## src/rtl/stream_width_downsizer_if.sv

```systemverilog
// -----------------------------------------------------------------------------
// stream_width_downsizer_if
//   Bundles the wide upstream (s_*) and narrow downstream (m_*) ready/valid
//   channels of stream_width_downsizer.
//   Parameters: IN_W  - upstream word width
//               OUT_W - downstream beat width
//   Signals:    s_valid/s_ready/s_data  - word channel into the downsizer
//               m_valid/m_ready/m_data/m_last - beat channel out of it
//   Modports:   slave  - downsizer view (consumes words, produces beats)
//               master - environment view (produces words, consumes beats)
// -----------------------------------------------------------------------------
interface stream_width_downsizer_if #(
    parameter int unsigned IN_W  = 32,
    parameter int unsigned OUT_W = 8
);
    logic             s_valid;
    logic             s_ready;
    logic [IN_W-1:0]  s_data;
    logic             m_valid;
    logic             m_ready;
    logic [OUT_W-1:0] m_data;
    logic             m_last;

    modport slave (
        input  s_valid, s_data, m_ready,
        output s_ready, m_valid, m_data, m_last
    );

    modport master (
        output s_valid, s_data, m_ready,
        input  s_ready, m_valid, m_data, m_last
    );
endinterface

```

## src/rtl/stream_width_downsizer.sv

```systemverilog
// -----------------------------------------------------------------------------
// stream_width_downsizer
//   Accepts one IN_W-bit word per upstream handshake and replays it as
//   RATIO = IN_W/OUT_W beats of OUT_W bits, least-significant slice first,
//   flagging the final beat with m_last. Sustains one beat per cycle with no
//   bubble between consecutive words.
//
//   Ports:
//     clk        - clock, all state on posedge
//     rst_n      - asynchronous active-low reset
//     bus        - stream_width_downsizer_if.slave (s_* word in, m_* beat out)
//     busy       - a word is held with beats outstanding (same as m_valid)
//     word_cnt   - words accepted, saturating         (DWN_STATS_EN only)
//     stall_cnt  - cycles with m_valid && !m_ready     (DWN_STATS_EN only)
//     stats_clr  - synchronous clear of both counters  (DWN_STATS_EN only)
//
//   Optional feature macro: DWN_STATS_EN
// -----------------------------------------------------------------------------
module stream_width_downsizer #(
    parameter int unsigned IN_W  = 32,
    parameter int unsigned OUT_W = 8
) (
    input  logic                     clk,
    input  logic                     rst_n,
    stream_width_downsizer_if.slave  bus,
    output logic                     busy
`ifdef DWN_STATS_EN
    ,
    output logic [31:0]              word_cnt,
    output logic [31:0]              stall_cnt,
    input  logic                     stats_clr
`endif
);
    localparam int unsigned RATIO = IN_W / OUT_W;
    localparam int unsigned IDX_W = (RATIO > 1) ? $clog2(RATIO) : 1;
    localparam logic [IDX_W-1:0] LAST_IDX = IDX_W'(RATIO - 1);

    generate
        if ((IN_W % OUT_W) != 0 || RATIO < 2) begin : g_bad_cfg
            $error("stream_width_downsizer: IN_W must be a multiple of OUT_W with IN_W/OUT_W >= 2");
        end
    endgenerate

    typedef enum logic {
        ST_EMPTY = 1'b0,
        ST_SEND  = 1'b1
    } state_t;

    state_t           r_state;
    state_t           w_state_nxt;
    logic [IN_W-1:0]  r_hold;
    logic [IN_W-1:0]  w_hold_nxt;
    logic [IDX_W-1:0] r_idx;
    logic [IDX_W-1:0] w_idx_nxt;

    logic             w_m_valid;
    logic             w_at_last;
    logic             w_m_acc;
    logic             w_s_ready;
    logic             w_s_acc;
    logic [OUT_W-1:0] w_m_data;

    // State register and datapath registers
    always_ff @(posedge clk or negedge rst_n) begin
        if (!rst_n) begin
            r_state <= ST_EMPTY;
            r_hold  <= '0;
            r_idx   <= '0;
        end else begin
            r_state <= w_state_nxt;
            r_hold  <= w_hold_nxt;
            r_idx   <= w_idx_nxt;
        end
    end

    // Next-state / handshake logic
    always_comb begin
        w_m_valid   = (r_state == ST_SEND);
        w_at_last   = (r_idx == LAST_IDX);
        w_m_acc     = w_m_valid && bus.m_ready;
        // Refill in the same cycle the last beat leaves, so words chain
        // without a bubble; this is the m_ready -> s_ready combinational path.
        w_s_ready   = (r_state == ST_EMPTY) || (w_m_acc && w_at_last);
        w_s_acc     = bus.s_valid && w_s_ready;

        w_state_nxt = r_state;
        w_hold_nxt  = r_hold;
        w_idx_nxt   = r_idx;

        unique case (r_state)
            ST_EMPTY: begin
                if (w_s_acc) begin
                    w_state_nxt = ST_SEND;
                    w_hold_nxt  = bus.s_data;
                    w_idx_nxt   = '0;
                end
            end
            ST_SEND: begin
                if (w_m_acc) begin
                    if (!w_at_last) begin
                        w_idx_nxt = r_idx + IDX_W'(1);
                    end else if (w_s_acc) begin
                        w_hold_nxt = bus.s_data;
                        w_idx_nxt  = '0;
                    end else begin
                        // hold is intentionally left as-is; m_data is don't-care when idle
                        w_state_nxt = ST_EMPTY;
                        w_idx_nxt   = '0;
                    end
                end
            end
            default: begin
                w_state_nxt = ST_EMPTY;
                w_idx_nxt   = '0;
            end
        endcase
    end

    // Beat select: slice idx of the held word
    always_comb begin
        w_m_data = '0;
        for (int unsigned i = 0; i < RATIO; i++) begin
            if (r_idx == IDX_W'(i)) begin
                w_m_data = r_hold[i*OUT_W +: OUT_W];
            end
        end
    end

    assign bus.s_ready = w_s_ready;
    assign bus.m_valid = w_m_valid;
    assign bus.m_data  = w_m_data;
    assign bus.m_last  = w_m_valid && w_at_last;
    assign busy        = w_m_valid;

`ifdef DWN_STATS_EN
    logic [31:0] r_word_cnt;
    logic [31:0] r_stall_cnt;

    // Saturating counters; clear takes priority over a same-cycle increment
    always_ff @(posedge clk or negedge rst_n) begin
        if (!rst_n) begin
            r_word_cnt  <= '0;
            r_stall_cnt <= '0;
        end else if (stats_clr) begin
            r_word_cnt  <= '0;
            r_stall_cnt <= '0;
        end else begin
            if (w_s_acc && (r_word_cnt != '1)) begin
                r_word_cnt <= r_word_cnt + 32'd1;
            end
            if (w_m_valid && !bus.m_ready && (r_stall_cnt != '1)) begin
                r_stall_cnt <= r_stall_cnt + 32'd1;
            end
        end
    end

    assign word_cnt  = r_word_cnt;
    assign stall_cnt = r_stall_cnt;
`endif

endmodule

```

## src/flat_wrapper.sv

```systemverilog
// flat-port wrapper written by rule: the top's interface ports become plain ports
module stream_width_downsizer_flat 
#(
    parameter int unsigned IN_W  = 32,
    parameter int unsigned OUT_W = 8
)
  (clk, rst_n, busy, bus_s_valid, bus_s_data, bus_m_ready, bus_s_ready, bus_m_valid, bus_m_data, bus_m_last);
  stream_width_downsizer_if #(.IN_W(IN_W), .OUT_W(OUT_W)) bus_i ();
  input  logic clk;
  input  logic rst_n;
  output logic busy;
  input wire logic [$bits(bus_i.s_valid)-1:0] bus_s_valid;
  input wire logic [$bits(bus_i.s_data)-1:0] bus_s_data;
  input wire logic [$bits(bus_i.m_ready)-1:0] bus_m_ready;
  output wire logic [$bits(bus_i.s_ready)-1:0] bus_s_ready;
  output wire logic [$bits(bus_i.m_valid)-1:0] bus_m_valid;
  output wire logic [$bits(bus_i.m_data)-1:0] bus_m_data;
  output wire logic [$bits(bus_i.m_last)-1:0] bus_m_last;
  assign bus_i.s_valid = bus_s_valid;
  assign bus_i.s_data = bus_s_data;
  assign bus_i.m_ready = bus_m_ready;
  assign bus_s_ready = bus_i.s_ready;
  assign bus_m_valid = bus_i.m_valid;
  assign bus_m_data = bus_i.m_data;
  assign bus_m_last = bus_i.m_last;
  stream_width_downsizer #(.IN_W(IN_W), .OUT_W(OUT_W)) u_core (.clk(clk), .rst_n(rst_n), .bus(bus_i), .busy(busy));
endmodule
```

## config.mk

```make
export PLATFORM = sky130hd
export DESIGN_NAME = stream_width_downsizer_flat
export DESIGN_NICKNAME = d
export VERILOG_FILES = /design/src/rtl/stream_width_downsizer_if.sv /design/src/rtl/stream_width_downsizer.sv /design/src/flat_wrapper.sv
export SDC_FILE = /design/constraint.sdc
export NUM_CORES = 1
export LEC_CHECK = 0
export CORE_MARGIN = 10
export CORE_UTILIZATION = 38
export DETAILED_ROUTE_END_ITERATION = 10
export GPL_ROUTABILITY_DRIVEN = 0
export GPL_TIMING_DRIVEN = 0
export PLACE_DENSITY = 0.71
export SLEW_MARGIN = 10
export SYNTH_ARGS = -nofsm -noshare
export SYNTH_HDL_FRONTEND = slang
export SYNTH_SLANG_ARGS = --single-unit
export TNS_END_PERCENT = 100
```

## constraint.sdc

```tcl
create_clock -name clk -period 4.4 [get_ports clk]
set_input_delay 1.32 -clock clk [delete_from_list [all_inputs] [get_ports clk]]
set_output_delay 1.32 -clock clk [all_outputs]
set_load 0.005 [all_outputs]
```

# After elaboration in Yosys (flattened, before gate mapping)
# Index checks and enable logic that the tools add are counted.
[classes] n_reduce_logical=8 addsub=1 mux=16 n_eq_ne=6 bitwise=1
[ops] cell="$mux W32" count=3
[ops] cell="$pmux W32 S2" count=1
[ops] cell="$mux W8" count=4
[ops] cell="$mux W2" count=3
[ops] cell="$eq A2 B2 Y1 const B" count=2
[ops] cell="$logic_and A1 B1 Y1" count=4
[ops] cell="$ne A2 B2 Y1 const B" count=2
[ops] cell="$pmux W2 S2" count=1
[ops] cell="$reduce_and A2 Y1" count=2
[ops] cell="$mux W1" count=3
[ops] cell="$add A2 B1 Y2 const B" count=1
[ops] cell="$eq A2 B1 Y1 const B" count=1
[ops] cell="$logic_not A2 Y1" count=1
[ops] cell="$ne A2 B1 Y1 const B" count=1
[ops] cell="$pmux W1 S2" count=1
[ops] cell="$logic_or A1 B1 Y1" count=1
[ops] cell="$not A1 Y1" count=1
[totals] out_inout_bits=12 word_cells=35 in_bits=36 register_bits=35

# Depth between registers and ports, before layout
[logic_depth] word_depth=8 ltp_mapped=7 depth_no_buf=5

# Least setup slack after synthesis
# No wires, ideal clock.
[synth_path] path_kind="input port to output port" startpoint="input port bus_m_ready" endpoint="output port bus_s_ready" required_time_ns=3.080 arrival_ns=1.532 n_path_buf=0 cell_stages=1 path_slack_ns=1.548 path_cell_list="a21bo_4"
[synth_between] elab_chain_cells=3
[synth_lines] item="start: declaration" line="flat_wrapper.sv:14" rtl="input wire logic [$bits(bus_i.m_ready)-1:0] bus_m_ready;"
[synth_lines] item="$logic_and A1 B1 Y1" line="stream_width_downsizer.sv:80" rtl="w_m_acc = w_m_valid && bus.m_ready;"
[synth_lines] item="$logic_and A1 B1 Y1" line="stream_width_downsizer.sv:83" rtl="w_s_ready = (r_state == ST_EMPTY) || (w_m_acc && w_at_last);"
[synth_lines] item="$logic_or A1 B1 Y1" line="stream_width_downsizer.sv:83"
[synth_lines] item="end: declaration" line="flat_wrapper.sv:15" rtl="output wire logic [$bits(bus_i.s_ready)-1:0] bus_s_ready;"
# No other way between the ends.

# Worst setup path in the final report
# Ends and elaborated chain as after synthesis.

==> run_results.csv <==
group,metric,value,unit
run_status,status,"finished clean",
detailed_routing,final_antenna_net_count,0,
floorplanning,die_area,7610,um^2
global_route,grt_max_degree,36,
clock_network,cts_max_path_buffers,2,
sta,finalSetupViolCount,0,
power,powerDensity,685,nW/um^2
min_path,hold_path_depth,1,
setup_path,worstReg2RegEnd,"u_core.r_hold[10]",
setup_path,slowest_stage,"clkdlybuf4s50_1",
min_path,hp-class,"reg2reg",
cells_and_area,nets,215,
setup_path,r2r_slack,2670,ps
cells_and_area,n_antenna_cell,0,
setup_path,start_kind,"input port",
clock_network,tritoncts,"yes",
placed_design,hpwl,3000,um
detailed_routing,drtIter0Drc,31,
synthesis,synthMuxAreaShare,27.5,%
clock_network,cts.sinks,35,
sta,grt_setup_unrepaired,"false",
min_path,hp-start,"u_core.r_hold[30]",
clock_network,numCtsBuffers,5,
clock_network,cts_setup_buffers,0,
synthesis,synth_nets,161,
sta,final_hold_viol_count,0,
setup_path,cp_max_fo,3,
cells_and_area,syn2layout_area_growth,36.0,%
cells_and_area,instances_no_fill,227,
sta,slew_headroom,50.3,%
clock_network,htree_levels,2,
sta,timing.final.crit_share,87.0,%
cells_and_area,mostFrequentLayoutCell,"clkdlybuf4s50_1",
synthesis,synthCells,121,
synthesis,synth_cell_type_count,25,
global_route,antenna_found_initial,0,
synthesis,synthXorXnorAreaFrac,0,%
sta,tns,0,ps
synthesis,avgSynthCellArea,14.2,um^2
sta,worst_slack,572,ps
power,vdd_drop_max,193,uV
cells_and_area,fin_util,53.7,%
placed_design,dp_cells,220,
floorplanning,dieHeight,87.3,um
clock_network,cts-root-buf,"clkbuf_8",
clock_network,ctsHoldBuffers,0,
detailed_routing,drtPass1Iterations,4,
floorplanning,initial_core_util,39.5,%
detailed_routing,drc,0,
placed_design,port-buffer-count,47,
detailed_routing,via_per_inst,4.84,
synthesis,synth_fa_ha_area_share,2.91,%
setup_path,cpMostUsedCell,"clkdlybuf4s50_1",
clock_network,insertion_delay,280,ps
detailed_routing,routedWlPerCell,17.1,um
synthesis,ys_seq_elements,35,
detailed_routing,vias,1099,
setup_path,r2r.worst_path.cells,5,
sta,clock_skew,4.64,ps
floorplanning,io_pins,48,
cells_and_area,drive_gt1_share,27.4,%
floorplanning,die_x,87.3,um
placed_design,place_ws,563,ps
sta,timing.fmax,0.261,GHz
run,drv_cap,0,
sta,min_period,3830,ps
setup_path,path_cells,"clkdlybuf4s50_1, a21bo_4, clkdlybuf4s50_1",
global_route,grt_first_pass_wirelength,6540,um
synthesis,synth.cell_area,1720,um^2
synthesis,synth-simple-area-share,5.17,%
clock_network,clk_pin_slew,60,ps
detailed_routing,routed_wirelength,3890,um
clock_network,cts_resized,0,
sta,tightest_slew,745,ps
setup_path,critPathMaxStageDelay,520,ps
cells_and_area,layout_common_cells,"clkdlybuf4s50_1, dfrtp_1, mux2_4",
global_route,gr-total-overflow,0,
setup_path,crit_type,"in2out",
setup_path,required,3080,ps
floorplanning,row_count,24,
synthesis,yosysWarnings,0,
global_route,gr-usage-all-layers,11.0,%
sta,slew_viol_final,0,
power,p_leak,1.10,nW
setup_path,reg2reg_from,"u_core.r_idx[0]",
synthesis,synth_compound_area_share,9.68,%
synthesis,synth.yosys.seq_area_share,50.9,%
setup_path,cp.arrival,2510,ps
floorplanning,core,4350,um^2
synthesis,synth_top_family_by_area,"multiplexers",
min_path,whs_endpoint,"u_core.r_hold[30]",
global_route,grt_pass1_vias,1243,
setup_path,worstSetupEndpointType,"output port",
-- flip-flops by register name, indices dropped and copies added (netlist names) --
| signal | cells |
|---|---|
| u_core.bus.m_valid | 1 |
| u_core.r_hold | 32 |
| u_core.r_idx | 2 |
-- logic make-up (layout without fill, tap and decap cells) --
family / count (synthesis) / count (layout)
muxes: 32 / 32
DFF: 35 / 35
buffers and inverters: 10 / 64
adders and majority gates: 4 / 4
AOI/OAI and AO/OA: 25 / 25
and+or+nand+nor: 15 / 15
-- routing by layer --
metal	share of wire, %	vias up	track usage (%)
met5	0	-	0
met2	46	31	16.1
li1	-	543	-
met3	7.2	7	3.75
met4	2.2	0	6.09
met1	44	518	13.8
-- worst max path at each step --
stage                     depth (start not counted)  slack [ps]         from          end
after global routing                              3         540  bus_m_ready  bus_s_ready
final                                             3         570  bus_m_ready  bus_s_ready
after detailed placement                          3         560  bus_m_ready  bus_s_ready
after global placement                            3         580  bus_m_ready  bus_s_ready
after floorplan                                   1        1550  bus_m_ready  bus_s_ready
after CTS                                         3         560  bus_m_ready  bus_s_ready
-- report_power, final --
part | internal [W] | switching (W) | total (W)
registers | 0.000483 | 0.000101 | 0.000584
clock network | 0.000123 | 0.000105 | 0.000228
logic | 0.000510 | 0.000278 | 0.000789
-- area by class of cell --
type	instances	area, um^2
inverters	3	11.3
multi-input cells	76	778
fillers	367	2020
clock buffers	6	82.6
well taps	52	65.1
flip-flops and latches	35	876
plain buffers	7	53.8
clock inverters	1	5.00
repair buffers	47	465
-- synth_stat cells, drive strengths merged --
library cell | n | area share [%]
a21bo | 1 | 0.95
a21oi | 7 | 2.0
a22oi | 7 | 3.1
a31oi | 1 | 0.36
and2 | 1 | 0.36
buf | 5 | 2.7
clkbuf | 2 | 0.44
dfrtp | 35 | 51
ha | 4 | 2.9
inv | 3 | 0.65
mux2 | 32 | 28
nand2 | 4 | 1.3
nand2b | 3 | 1.1
nand3 | 3 | 0.87
nand3b | 1 | 0.44
nor2 | 1 | 0.22
nor2b | 1 | 0.36
o21ai | 1 | 0.29
o22ai | 7 | 2.5
o31ai | 1 | 0.44
or3b | 1 | 0.51
-- worst max-delay path, delay by kind of cell --
family	cells	cell delay [ps]
buffers and inverters	2	1020
AOI/OAI and AO/OA	1	170
-- stage by stage --
step	hold slack [ps]	cell area (um^2)	power, W
3_3_place_gp	491	2250	0.00136
3_5_place_dp	494	2250	0.00139
6_report	512	2340	0.00160
4_1_cts	514	2340	0.00162
5_1_grt	536	2340	0.00172
2_1_floorplan	473	1720	0.00106
(Power assumes the default switching activity.)
